File: src/rtl/snitch_ssr_cfg_arbiter.sv
// Round-robin arbiter sharing SSR configuration ports between requesters.
// Supports lockable grants, 1-cycle read responses and broadcast writes.
module snitch_ssr_cfg_arbiter #(
  parameter int unsigned NumReq      = 2,
  parameter int unsigned NumSsr      = 3,
  parameter int unsigned SsrIdxWidth = 5
) (
  input  logic                          clk_i,
  input  logic                          rst_ni,
  input  logic [NumReq-1:0]             req_valid_i,
  output logic [NumReq-1:0]             req_ready_o,
  input  logic [NumReq*SsrIdxWidth-1:0] req_ssr_i,
  input  logic [NumReq*5-1:0]           req_word_i,
  input  logic [NumReq-1:0]             req_write_i,
  input  logic [NumReq*32-1:0]          req_wdata_i,
  input  logic [NumReq-1:0]             req_lock_i,
  output logic [NumReq-1:0]             rsp_valid_o,
  output logic [NumReq*32-1:0]          rsp_rdata_o,
  output logic [NumSsr*5-1:0]           ssr_cfg_word_o,
  output logic [NumSsr-1:0]             ssr_cfg_write_o,
  output logic [NumSsr*32-1:0]          ssr_cfg_wdata_o,
  input  logic [NumSsr*32-1:0]          ssr_cfg_rdata_i,
  input  logic [NumSsr-1:0]             ssr_cfg_wready_i
);

  localparam int unsigned ReqIdxW = (NumReq > 1) ? $clog2(NumReq) : 1;
  localparam logic [SsrIdxWidth-1:0] BcastIdx = '1;

  typedef logic [ReqIdxW-1:0] req_idx_t;
  typedef enum logic {Idle, Bcast} state_e;

  logic [NumReq-1:0][SsrIdxWidth-1:0] ssr_v;
  logic [NumReq-1:0][4:0]             word_v;
  logic [NumReq-1:0][31:0]            wdata_v;
  logic [NumSsr-1:0][31:0]            rdata_v;

  assign ssr_v   = req_ssr_i;
  assign word_v  = req_word_i;
  assign wdata_v = req_wdata_i;
  assign rdata_v = ssr_cfg_rdata_i;

  state_e            state_q, state_d;
  req_idx_t          ptr_q, ptr_d;
  req_idx_t          owner_q, owner_d;
  req_idx_t          held_idx_q, held_idx_d;
  logic              locked_q, locked_d;
  logic              held_q, held_d;
  logic [NumSsr-1:0] done_q, done_d;
  logic [NumReq-1:0] rsp_valid_q, rsp_valid_d;
  logic [NumReq-1:0][31:0] rsp_rdata_q, rsp_rdata_d;

  logic                   win_vld;
  req_idx_t               win;
  req_idx_t               cand;
  logic [SsrIdxWidth-1:0] w_ssr;
  logic                   w_write;
  logic                   is_bcast;
  logic                   in_range;
  logic                   complete;
  logic [31:0]            rd_data;
  logic [NumSsr-1:0]      bc_drv;
  logic [NumSsr-1:0]      bc_done;
  logic [NumSsr-1:0][4:0]  cfg_word;
  logic [NumSsr-1:0]       cfg_write;
  logic [NumSsr-1:0][31:0] cfg_wdata;

  // A stalled grant is pinned until it completes.
  always_comb begin
    win_vld = 1'b0;
    win     = '0;
    cand    = '0;
    if (held_q) begin
      win_vld = req_valid_i[held_idx_q];
      win     = held_idx_q;
    end else if (locked_q) begin
      win_vld = req_valid_i[owner_q];
      win     = owner_q;
    end else begin
      for (int unsigned k = 0; k < NumReq; k++) begin
        cand = req_idx_t'((int'(ptr_q) + k) % NumReq);
        if (!win_vld && req_valid_i[cand]) begin
          win_vld = 1'b1;
          win     = cand;
        end
      end
    end
  end

  assign w_ssr    = ssr_v[win];
  assign w_write  = req_write_i[win];
  assign is_bcast = (w_ssr == BcastIdx);
  assign in_range = (w_ssr < SsrIdxWidth'(NumSsr));
  assign bc_drv   = (state_q == Bcast) ? ~done_q : '1;
  assign bc_done  = done_q | ssr_cfg_wready_i;

  always_comb begin
    state_d   = state_q;
    done_d    = done_q;
    complete  = 1'b0;
    rd_data   = '0;
    cfg_word  = '0;
    cfg_write = '0;
    cfg_wdata = '0;
    if (win_vld) begin
      unique case (1'b1)
        is_bcast && w_write: begin
          for (int s = 0; s < NumSsr; s++) begin
            if (bc_drv[s]) begin
              cfg_word[s]  = word_v[win];
              cfg_write[s] = 1'b1;
              cfg_wdata[s] = wdata_v[win];
            end
          end
          if (&bc_done) begin
            complete = 1'b1;
            done_d   = '0;
            state_d  = Idle;
          end else begin
            done_d  = bc_done;
            state_d = Bcast;
          end
        end
        in_range: begin
          for (int s = 0; s < NumSsr; s++) begin
            if (w_ssr == SsrIdxWidth'(s)) begin
              cfg_word[s] = word_v[win];
              if (w_write) begin
                cfg_write[s] = 1'b1;
                cfg_wdata[s] = wdata_v[win];
                complete     = ssr_cfg_wready_i[s];
              end else begin
                complete = 1'b1;
                rd_data  = rdata_v[s];
              end
            end
          end
        end
        default: complete = 1'b1;
      endcase
    end
  end

  always_comb begin
    ptr_d       = ptr_q;
    owner_d     = owner_q;
    locked_d    = locked_q;
    held_d      = win_vld && !complete;
    held_idx_d  = win;
    rsp_valid_d = '0;
    rsp_rdata_d = '0;
    if (complete) begin
      ptr_d    = (win == req_idx_t'(NumReq - 1)) ? '0 : win + 1'b1;
      owner_d  = win;
      locked_d = req_lock_i[win];
      if (!w_write) begin
        rsp_valid_d[win] = 1'b1;
        rsp_rdata_d[win] = rd_data;
      end
    end
  end

  always_ff @(posedge clk_i or negedge rst_ni) begin
    if (!rst_ni) begin
      state_q     <= Idle;
      done_q      <= '0;
      ptr_q       <= '0;
      owner_q     <= '0;
      locked_q    <= 1'b0;
      held_q      <= 1'b0;
      held_idx_q  <= '0;
      rsp_valid_q <= '0;
      rsp_rdata_q <= '0;
    end else begin
      state_q     <= state_d;
      done_q      <= done_d;
      ptr_q       <= ptr_d;
      owner_q     <= owner_d;
      locked_q    <= locked_d;
      held_q      <= held_d;
      held_idx_q  <= held_idx_d;
      rsp_valid_q <= rsp_valid_d;
      rsp_rdata_q <= rsp_rdata_d;
    end
  end

  always_comb begin
    for (int r = 0; r < NumReq; r++) begin
      req_ready_o[r] = rst_ni && complete && (win == req_idx_t'(r));
    end
  end

  assign rsp_valid_o     = rsp_valid_q;
  assign rsp_rdata_o     = rsp_rdata_q;
  assign ssr_cfg_word_o  = rst_ni ? cfg_word  : '0;
  assign ssr_cfg_write_o = rst_ni ? cfg_write : '0;
  assign ssr_cfg_wdata_o = rst_ni ? cfg_wdata : '0;

endmodule

File: config.mk
export PLATFORM = sky130hd
export DESIGN_NAME = snitch_ssr_cfg_arbiter
export DESIGN_NICKNAME = d
export VERILOG_FILES = /design/src/rtl/snitch_ssr_cfg_arbiter.sv
export SDC_FILE = /design/constraint.sdc
export NUM_CORES = 1
export LEC_CHECK = 0
export ABC_AREA = 1
export CAP_MARGIN = 10
export CORE_AREA = 2 2 143 145
export DETAILED_ROUTE_END_ITERATION = 8
export DIE_AREA = 0 0 145 147
export SLEW_MARGIN = 20
export SYNTH_ARGS = -nofsm -noshare
export SYNTH_HDL_FRONTEND = slang
export SYNTH_SLANG_ARGS = --single-unit
File: constraint.sdc
create_clock -name clk_i -period 4.6 [get_ports clk_i]
set_input_delay 1.15 -clock clk_i [delete_from_list [all_inputs] [get_ports clk_i]]
set_output_delay 1.15 -clock clk_i [all_outputs]
set_load 0.03 [all_outputs]
## Yosys cells after proc, flatten, opt, wreduce, memory -nomap -nowiden

Index checks and enable logic that the tools add are counted.

- Magnitude comparators: 7
- Bitwise operators: 4
- Multiplexer cells: 86
- Eq/ne operators: 3
- Reduce and logical (&&, ||, !) cells: 12
- Add/subtract/negate cells: 2

Operators by type and width:

| cell | number |
|---|---|
| 32-bit two-way mux | 18 |
| 96-bit two-way mux | 2 |
| 96-bit one-hot mux with 2 select lines | 1 |
| 64-bit two-way mux | 2 |
| 64-bit bitwise AND | 1 |
| 5-bit two-way mux | 10 |
| 1-bit two-way mux | 40 |
| 32-bit demux with 1-bit select | 1 |
| 15-bit two-way mux | 2 |
| 15-bit one-hot mux with 2 select lines | 1 |
| 3-bit two-way mux | 4 |
| 1-bit by 2-bit < comparator with 1-bit output (second input constant) | 5 |
| 1-bit logical AND | 7 |
| 3-bit one-hot mux with 2 select lines | 1 |
| 5-bit by 1-bit == test with 1-bit output (second input constant) | 1 |
| 5-bit by 2-bit == test with 1-bit output (second input constant) | 1 |
| 5-bit == test (second input constant) | 1 |
| 5-bit zero test | 1 |
| 5-bit by 2-bit < comparator with 1-bit output (second input constant) | 1 |
| 2-bit two-way mux | 2 |
| 3-bit inverter | 1 |
| 3-bit OR | 1 |
| 3-bit AND reduction | 1 |
| 1-bit adder (second input constant) | 2 |
| 6 further kinds | 7 |

- Word-level logic and storage cells: 124
- Bits in registers: 75
- Output and inout port bits: 182

## Longest topological paths before layout

Gate-level depths: netlist (run 1).

- Depth in word-level cells: 23
- Depth in mapped cells: 18

## Worst setup path before layout (run 1)

OpenSTA, ideal clock, no wires.

- Kind: input -> output
- Start point: input port req_valid_i[1]
- End point: output port ssr_cfg_wdata_o[31]
- Setup slack: 0.575 ns
- Required time: 3.450 ns
- Stages: 15
- Arrival time: 2.875 ns
- Cells stage by stage: inv_1 > nor2_2 > nand2_2 > nand2_4 > nand2_4 > nand2_2 > nand2_4 > inv_4 > nand2_2 > nor2_4 > nand2_4 > o21ai_2 > nand2_2 > buf_6 > nor2_1

- Word-level cells in the longest chain between the ends: 17

RTL lines:

| what | line | text |
|---|---|---|
| start, declared | 10 | `input logic [NumReq-1:0] req_valid_i,` |
| parallel branches: the longest is 15 deep, another holds 5-bit two-way mux | n/a |  |
| 96-bit two-way mux * | 104 | `if (win_vld) begin` |
| 96-bit two-way mux * | 196 | `assign ssr_cfg_wdata_o = rst_ni ? cfg_wdata : '0;` |
| end, declared | 21 | `output logic [NumSsr*32-1:0] ssr_cfg_wdata_o,` |

Every way passes the cells marked *. The select of a mux whose other input is x is not followed.

## Worst setup path in the final report (run 1)

- Start point: input port req_valid_i[0]
- End point: output port ssr_cfg_wdata_o[50]

- Word-level cells in the longest chain between the ends: 17

RTL lines:

| what | line |
|---|---|
| parallel branches: the longest is 15 deep, another holds 5-bit two-way mux | n/a |
| 96-bit two-way mux * | 104 |
| 96-bit two-way mux * | 196 |

Marks and branches as above.

==> flow_metrics.env, run 1 <==
export IMPL_p_seq_share_pct=20.3
export IMPL_critical_path_arrival_ns=3.21
export IMPL_synthMostInstantiatedCell="sky130_fd_sc_hd__nor2_1"
export IMPL_final_hold_violation_count=0
export IMPL_ios=373
export IMPL_instances_no_fill=1341
export IMPL_synth_cells_most_frequent="sky130_fd_sc_hd__nor2_1, sky130_fd_sc_hd__nand2_1, sky130_fd_sc_hd__dfrtp_1"
export IMPL_ctsLongestPathBuffers=2
export IMPL_numCtsBuffers=9
export IMPL_dp_cells=1316
export IMPL_grt_pass1_wl_mm=32.1
export IMPL_via_per_inst=4.25
export IMPL_antenna_cells_inserted=0
export IMPL_post_synth_instance_area_sq_um=4750
export IMPL_timing_critical_path_slowest_stage_cell="sky130_fd_sc_hd__o21ai_4"
export IMPL_timing_critical_path_cells="dlymetal6s2s_1 > nand2_1 > nand2_2 > nand2_4 > buf_2 > nand3b_1 > nand2_4 > inv_4 > nand2_4 > nor2_4 > nand2_4 > o21ai_4 > nand2_8 > clkbuf_16 > nor2_2 > buf_12"
export IMPL_avgRoutedWirePerCell_um=16.3
export IMPL_ys_seq_area_share_pct=39.5
export IMPL_area_growth_pct=98.3
export IMPL_core_area_sq_um=19800
export IMPL_fp_row_count=52
export IMPL_hold_path_class="register to register"
export IMPL_dpl_hpwl_mm=17.2
export IMPL_layout_worst_path_cycle_share_pct=94.8
export IMPL_async_reset_ff_share_pct=100
export IMPL_yosys_register_bits=75
export IMPL_timing_reg2reg_worst_path_depth=14
export IMPL_period_minus_slack_ns=4.36
export IMPL_postPlaceCellArea_sq_um=8890
export IMPL_floorplan_die_area_sq_um=21300
export IMPL_critical_path_class="input pin to primary output"
export IMPL_cellLeakagePower_uw=0.00463
export IMPL_synth_flop_cell="sky130_fd_sc_hd__dfrtp_1"
export IMPL_clk_pin_slew_worst_paths_ns=0.05
export IMPL_power_ir_vdd_worst_uv=242
export IMPL_slowest_delay_ns=0.26
export IMPL_synth_largest_type_area_fraction_pct=39.5
export IMPL_share_comb_of_total_power_pct=61.6
export IMPL_postRouteWirelength_mm=21.8
export IMPL_cts_sink_count=75
export IMPL_synth_enable_flop_cells=0
export IMPL_finalWeightedCongestion=0.862
export IMPL_initial_antenna_violation_count=0
export IMPL_timing_final_setup_violations=0
export IMPL_final_cell_area_sq_um=9410
export IMPL_num_vias=5702
export IMPL_post_synth_main_area_contributors="sky130_fd_sc_hd__dfrtp_1, sky130_fd_sc_hd__nor2_1, sky130_fd_sc_hd__nand2_1, sky130_fd_sc_hd__mux2i_1, sky130_fd_sc_hd__nor2_2"
export IMPL_cell_internal_pwr_uw=1960
export IMPL_cp_end_kind="primary output"
export IMPL_pwr_density_cell_nw_per_um2=389
export IMPL_grt_overflow_total=0
export IMPL_die_y_um=147
export IMPL_synthesis_area_per_instance_sq_um=7.19
export IMPL_final_count_of_pins_violating_max_slew=0
export IMPL_syn_num_nets=851
export IMPL_crit_fanout=8
export IMPL_synthesis_yosys_warnings=0
export IMPL_crit_path_start_kind="input pin"
export IMPL_clock_tree_from_tritoncts="done"
export IMPL_required_ns=3.45
export IMPL_p_sw_uw=1700
export IMPL_timing_setup_tns_ns=0
export IMPL_post_synth_inst_count=660
export IMPL_initial_core_utilization_pct=23.9
export IMPL_portBuffers=372
export IMPL_drc=0
export IMPL_postLayoutCoreUtil_pct=47.4
export IMPL_synth_distinct_cells=30
export IMPL_maxCapViolCount=0
export IMPL_cell_taking_the_most_area_after_synthesis="sky130_fd_sc_hd__dfrtp_1"
export IMPL_drtPass1Iterations=4
export IMPL_grt_use_total_pct=19.5
export IMPL_clock_skew_final_ns=0.0110
export IMPL_outcome="finished clean"
export IMPL_antenna_violating_nets_post_route=0
export IMPL_dieWidth_um=145
export IMPL_grt_setup_unrepaired="false"
export IMPL_power_share_switching_pct=46.4
export IMPL_number_of_nets_in_the_finished_design=1257
export IMPL_worstMarginPinSlew_ns=0.951
export IMPL_hold_path_startpoint="ptr_q$_DFFE_PN0P_"
export IMPL_slew_headroom_pct=36.6
export IMPL_worstSetupStartpoint="req_valid_i[0]"
export IMPL_regToRegStartpoint="locked_q$_DFFE_PN0P_"
export IMPL_worst_skew_pair_late_latency_ns=0.34
export IMPL_timing_critical_path_mode_cell="sky130_fd_sc_hd__nand2_4"
export IMPL_power_total_uw=3660
export IMPL_fmax_mhz=229
export IMPL_first_global_vias=5572
export IMPL_clock_power_share_pct=18.1
export IMPL_clockRootBuffer="sky130_fd_sc_hd__clkbuf_16"
export IMPL_cts_hold_buffers=0
export IMPL_cts_htree_levels=3
export IMPL_worstHoldPathCells=2
export IMPL_fraction_of_layout_cells_with_a_size_suffix_above_1_pct=26.3
export IMPL_grt_start_max_net_pins=76
export IMPL_drt_iter0_drc=172
[routing by layer]
layer | routed length, um | global-route usage (%) | vias up
li1 | - | - | 2857
met1 | 8140 | 21.5 | 2587
met2 | 11700 | 36.2 | 228
met3 | 1530 | 5.81 | 30
met4 | 451 | 5.89 | 0
met5 | 0 | 0 | -
[worst paths after layout]
check / end / slack [ns]
worst max-delay path: ssr_cfg_wdata_o[50] / 0.24
worst min-delay path: ptr_q$_DFFE_PN0P_ / 0.50
worst max register to register: rsp_rdata_o[12]$_DFF_PN0_ / 1.99
worst min register to register: ptr_q$_DFFE_PN0P_ / 0.50
max in group asynchronous: rsp_rdata_o[3]$_DFF_PN0_ / 2.93
min in group asynchronous: rsp_rdata_o[59]$_DFF_PN0_ / 1.05
[timing repair]
action | CTS | global route
endpoints found under the setup margin | 5 | 116
gates cloned | 0 | 4
buffers inserted | 0 | 5
resized for setup | 7 | 25
endpoints found under the hold margin | 0 | 0
pin swaps | 0 | 6
[state kept, by name, summed over array words and instances, names as in the netlist]
register / cells
done_q: 3
held_idx_q: 1
held_q: 1
locked_q: 1
owner_q: 1
ptr_q: 1
rsp_rdata_o: 64
rsp_valid_o: 2
state_q: 1
[cells by family (layout without fill, tap and decap cells)]
group,count (synthesis),after routing,share of synthesized area (%)
muxes,32,32,6.75
buffers and inverters,62,472,6.80
AOI/OAI and AO/OA,31,31,4.14
and+or+nand+nor,460,461,42.8
DFF,75,75,39.5
[power groups by stage]
stage	Clock (uW)	Combinational [uW]	Sequential, uW
after global placement	0	2150	754
final	661	2260	743
after CTS	678	2160	743
after floorplan	0	1230	775
after detailed placement	0	2140	754
after global routing	709	2460	749
[cell usage in the layout (no fill, tap or decap), types with 10 or more instances in the layout]
master and n:
sky130_fd_sc_hd__inv_1 26, sky130_fd_sc_hd__clkdlybuf4s50_1 253, sky130_fd_sc_hd__nor2_1 202, sky130_fd_sc_hd__mux2i_1 32
sky130_fd_sc_hd__buf_12 19, sky130_fd_sc_hd__nor2_2 49, sky130_fd_sc_hd__nand3_1 38, sky130_fd_sc_hd__nand2_1 128
sky130_fd_sc_hd__nand2_2 13, sky130_fd_sc_hd__o21ai_0 10, sky130_fd_sc_hd__buf_4 145, sky130_fd_sc_hd__dfrtp_1 75
sky130_fd_sc_hd__clkbuf_16 12
[worst max-delay path, delay by kind of cell]
family	cells	cell delay, ns
and+or+nand+nor	10	1.07
buffers and inverters	5	0.72
AOI/OAI and AO/OA	1	0.26
[final cells by class]
cell class              count  area [sq um]
flip-flops and latches     75          1880
fillers                  1961         10400
multi-input cells         524          2670
repair buffers            425          4130
clock buffers              10           239
clock inverters             6          38.8
inverters                  31           119
well taps                 270           338
[per-stage QoR]
| step | setup WS [ns] | hold WS, ns |
|---|---|---|
| after floorplan | 0.575 | 0.442 |
| after global routing | 0.108 | 0.523 |
| after detailed placement | -0.0111 | 0.486 |
| final | 0.238 | 0.496 |
| after global placement | 0.00679 | 0.464 |
| after CTS | -0.0117 | 0.500 |
Note: power is estimated with default switching activity, not from simulation.
==> run 2: changes to the inputs <==
--- a/config.mk
+++ b/config.mk
@@ -8,8 +8,10 @@
 export ABC_AREA = 1
 export CAP_MARGIN = 10
 export CORE_AREA = 2 2 143 145
+export CTS_BUF_LIST = sky130_fd_sc_hd__clkbuf_4
 export DETAILED_ROUTE_END_ITERATION = 8
 export DIE_AREA = 0 0 145 147
+export GPL_TIMING_DRIVEN = 0
 export SLEW_MARGIN = 20
 export SYNTH_ARGS = -nofsm -noshare
 export SYNTH_HDL_FRONTEND = slang
==> flow_metrics.env, run 2 (same netlist as run 1, synthesis figures left out) <==
export IMPL_final_cell_mix="sky130_fd_sc_hd__clkdlybuf4s50_1, sky130_fd_sc_hd__nor2_1, sky130_fd_sc_hd__nand2_1"
export IMPL_floorplan_die_area_sq_um=21300
export IMPL_antenna_violating_nets_post_route=0
export IMPL_timing_critical_path_cells="dlygate4sd2_1 > inv_1 > nor2_2 > nand2_2 > nand2_8 > buf_6 > nand3_1 > nand2_4 > nand2_4 > nor2_4 > nand2_4 > o21ai_4 > nand2_4 > buf_6 > nor2_2 > clkbuf_4"
export IMPL_drc=0
export IMPL_via_per_inst=4.29
export IMPL_layout_worst_path_cycle_share_pct=96.1
export IMPL_grt_overflow_total=0
export IMPL_initial_antenna_violation_count=1
export IMPL_fraction_of_layout_cells_with_a_size_suffix_above_1_pct=24.1
export IMPL_dpl_hpwl_mm=18.1
export IMPL_avgRoutedWirePerCell_um=16.7
export IMPL_drt_iter0_drc=165
export IMPL_power_total_uw=3330
export IMPL_die_y_um=147
export IMPL_critical_path_class="input pin to primary output"
export IMPL_clock_skew_final_ns=0.0149
export IMPL_area_growth_pct=84.5
export IMPL_power_ir_vdd_worst_uv=176
export IMPL_number_of_nets_in_the_finished_design=1247
export IMPL_critical_path_arrival_ns=3.27
export IMPL_grt_pass1_wl_mm=33.4
export IMPL_portBuffers=372
export IMPL_fmax_mhz=226
export IMPL_outcome="finished clean"
export IMPL_required_ns=3.45
export IMPL_hold_path_class="register to register"
export IMPL_num_vias=5715
export IMPL_worst_skew_pair_late_latency_ns=0.42
export IMPL_ios=373
export IMPL_grt_use_total_pct=20.4
export IMPL_initial_core_utilization_pct=23.9
export IMPL_cp_end_kind="primary output"
export IMPL_crit_fanout=10
export IMPL_final_count_of_pins_violating_max_slew=0
export IMPL_dp_cells=1303
export IMPL_cts_sink_count=75
export IMPL_timing_final_setup_violations=0
export IMPL_crit_path_start_kind="input pin"
export IMPL_drtPass1Iterations=4
export IMPL_timing_critical_path_slowest_stage_cell="sky130_fd_sc_hd__dlygate4sd2_1"
export IMPL_cts_htree_levels=3
export IMPL_ctsLongestPathBuffers=2
export IMPL_largest_register_ff_count=64
export IMPL_finalWeightedCongestion=0.883
export IMPL_clock_tree_from_tritoncts="done"
export IMPL_slowest_delay_ns=0.24
export IMPL_first_global_vias=5701
export IMPL_clockRootBuffer="sky130_fd_sc_hd__clkbuf_4"
export IMPL_cellLeakagePower_uw=0.00442
export IMPL_final_worst_setup_slack_ns=0.180
export IMPL_detailedPlace_worstSlack_ns=-0.735
export IMPL_slew_headroom_pct=56.3
export IMPL_pwr_density_cell_nw_per_um2=380
export IMPL_final_hold_violation_count=0
export IMPL_period_minus_slack_ns=4.42
export IMPL_maxCapViolCount=0
export IMPL_fp_row_count=52
export IMPL_fin_worst_hold_slack_ns=0.497
export IMPL_dieWidth_um=145
export IMPL_grt_setup_unrepaired="true"
export IMPL_layout_cells_most_common="sky130_fd_sc_hd__clkdlybuf4s50_1"
export IMPL_instances_no_fill=1332
export IMPL_core_area_sq_um=19800
export IMPL_worstMarginPinSlew_ns=0.656
export IMPL_timing_setup_tns_ns=0
export IMPL_grt_start_max_net_pins=42
export IMPL_postRouteWirelength_mm=22.3
export IMPL_numCtsBuffers=9
export IMPL_timing_critical_path_mode_cell="sky130_fd_sc_hd__nand2_4"
export IMPL_clk_pin_slew_worst_paths_ns=0.13
run 2: layer usage:
layer	vias up	wire length, um	global-route usage [%]	share of wire [%]
li1	2847	-	-	-
met1	2609	8630	23.0	39
met2	235	11900	38.5	53
met3	24	1290	4.60	5.8
met4	0	495	5.84	2.2
met5	-	0	0	0
run 2: per-stage QoR:
stage	instance area, sq um	utilization, %
2_1_floorplan	4750	-
3_3_place_gp	8810	44.4
3_5_place_dp	8820	44.5
4_1_cts	8660	43.7
5_1_grt	8750	44.1
6_report	8750	44.1
run 2: layout make-up:
class                           count  area [sq um]
Clock buffer                        9          67.6
Antenna cell                        1          2.50
Clock inverter                      7          67.6
Buffer                             31           213
Multi-Input combinational cell    524          2660
Inverter                           31           124
Fill cell                        2055         11100
Tap cell                          270           338
Timing Repair Buffer              384          3410
Sequential cell                    75          1880
run 2: critical path: cells and delay by family:
kind                   cells  cell delay, ns
and+or+nand+nor           10            1.08
buffers and inverters      5            0.81
AOI/OAI and AO/OA          1            0.22
run 2: final timing paths:
kind | depth (start not counted) | slack, ns | start | end
min in group asynchronous | 1 | 0.67 | rst_ni | rsp_rdata_o[14]$_DFF_PN0_
worst min-delay path | 2 | 0.50 | ptr_q$_DFFE_PN0P_ | ptr_q$_DFFE_PN0P_
worst max register to register | 15 | 2.07 | locked_q$_DFFE_PN0P_ | rsp_rdata_o[27]$_DFF_PN0_
worst min register to register | 2 | 0.50 | ptr_q$_DFFE_PN0P_ | ptr_q$_DFFE_PN0P_
worst max-delay path | 16 | 0.18 | req_valid_i[1] | ssr_cfg_wdata_o[50]
max in group asynchronous | 2 | 3.35 | rst_ni | rsp_valid_o[1]$_DFF_PN0_
run 2: repair_timing:
| item | in CTS | in global routing |
|---|---|---|
| resized for setup | 601 | 34 |
| hold buffers | 0 | 0 |
| cloned | 2 | 0 |
| buffers inserted | 8 | 2 |
| pin swaps | 11 | 4 |
| endpoints found under the setup margin | 116 | 110 |
run 2: where the power goes:
part	internal, uW	total, uW	switching, uW
combinational	791	2170	1380
sequential	706	740	33.9
clock	164	412	248
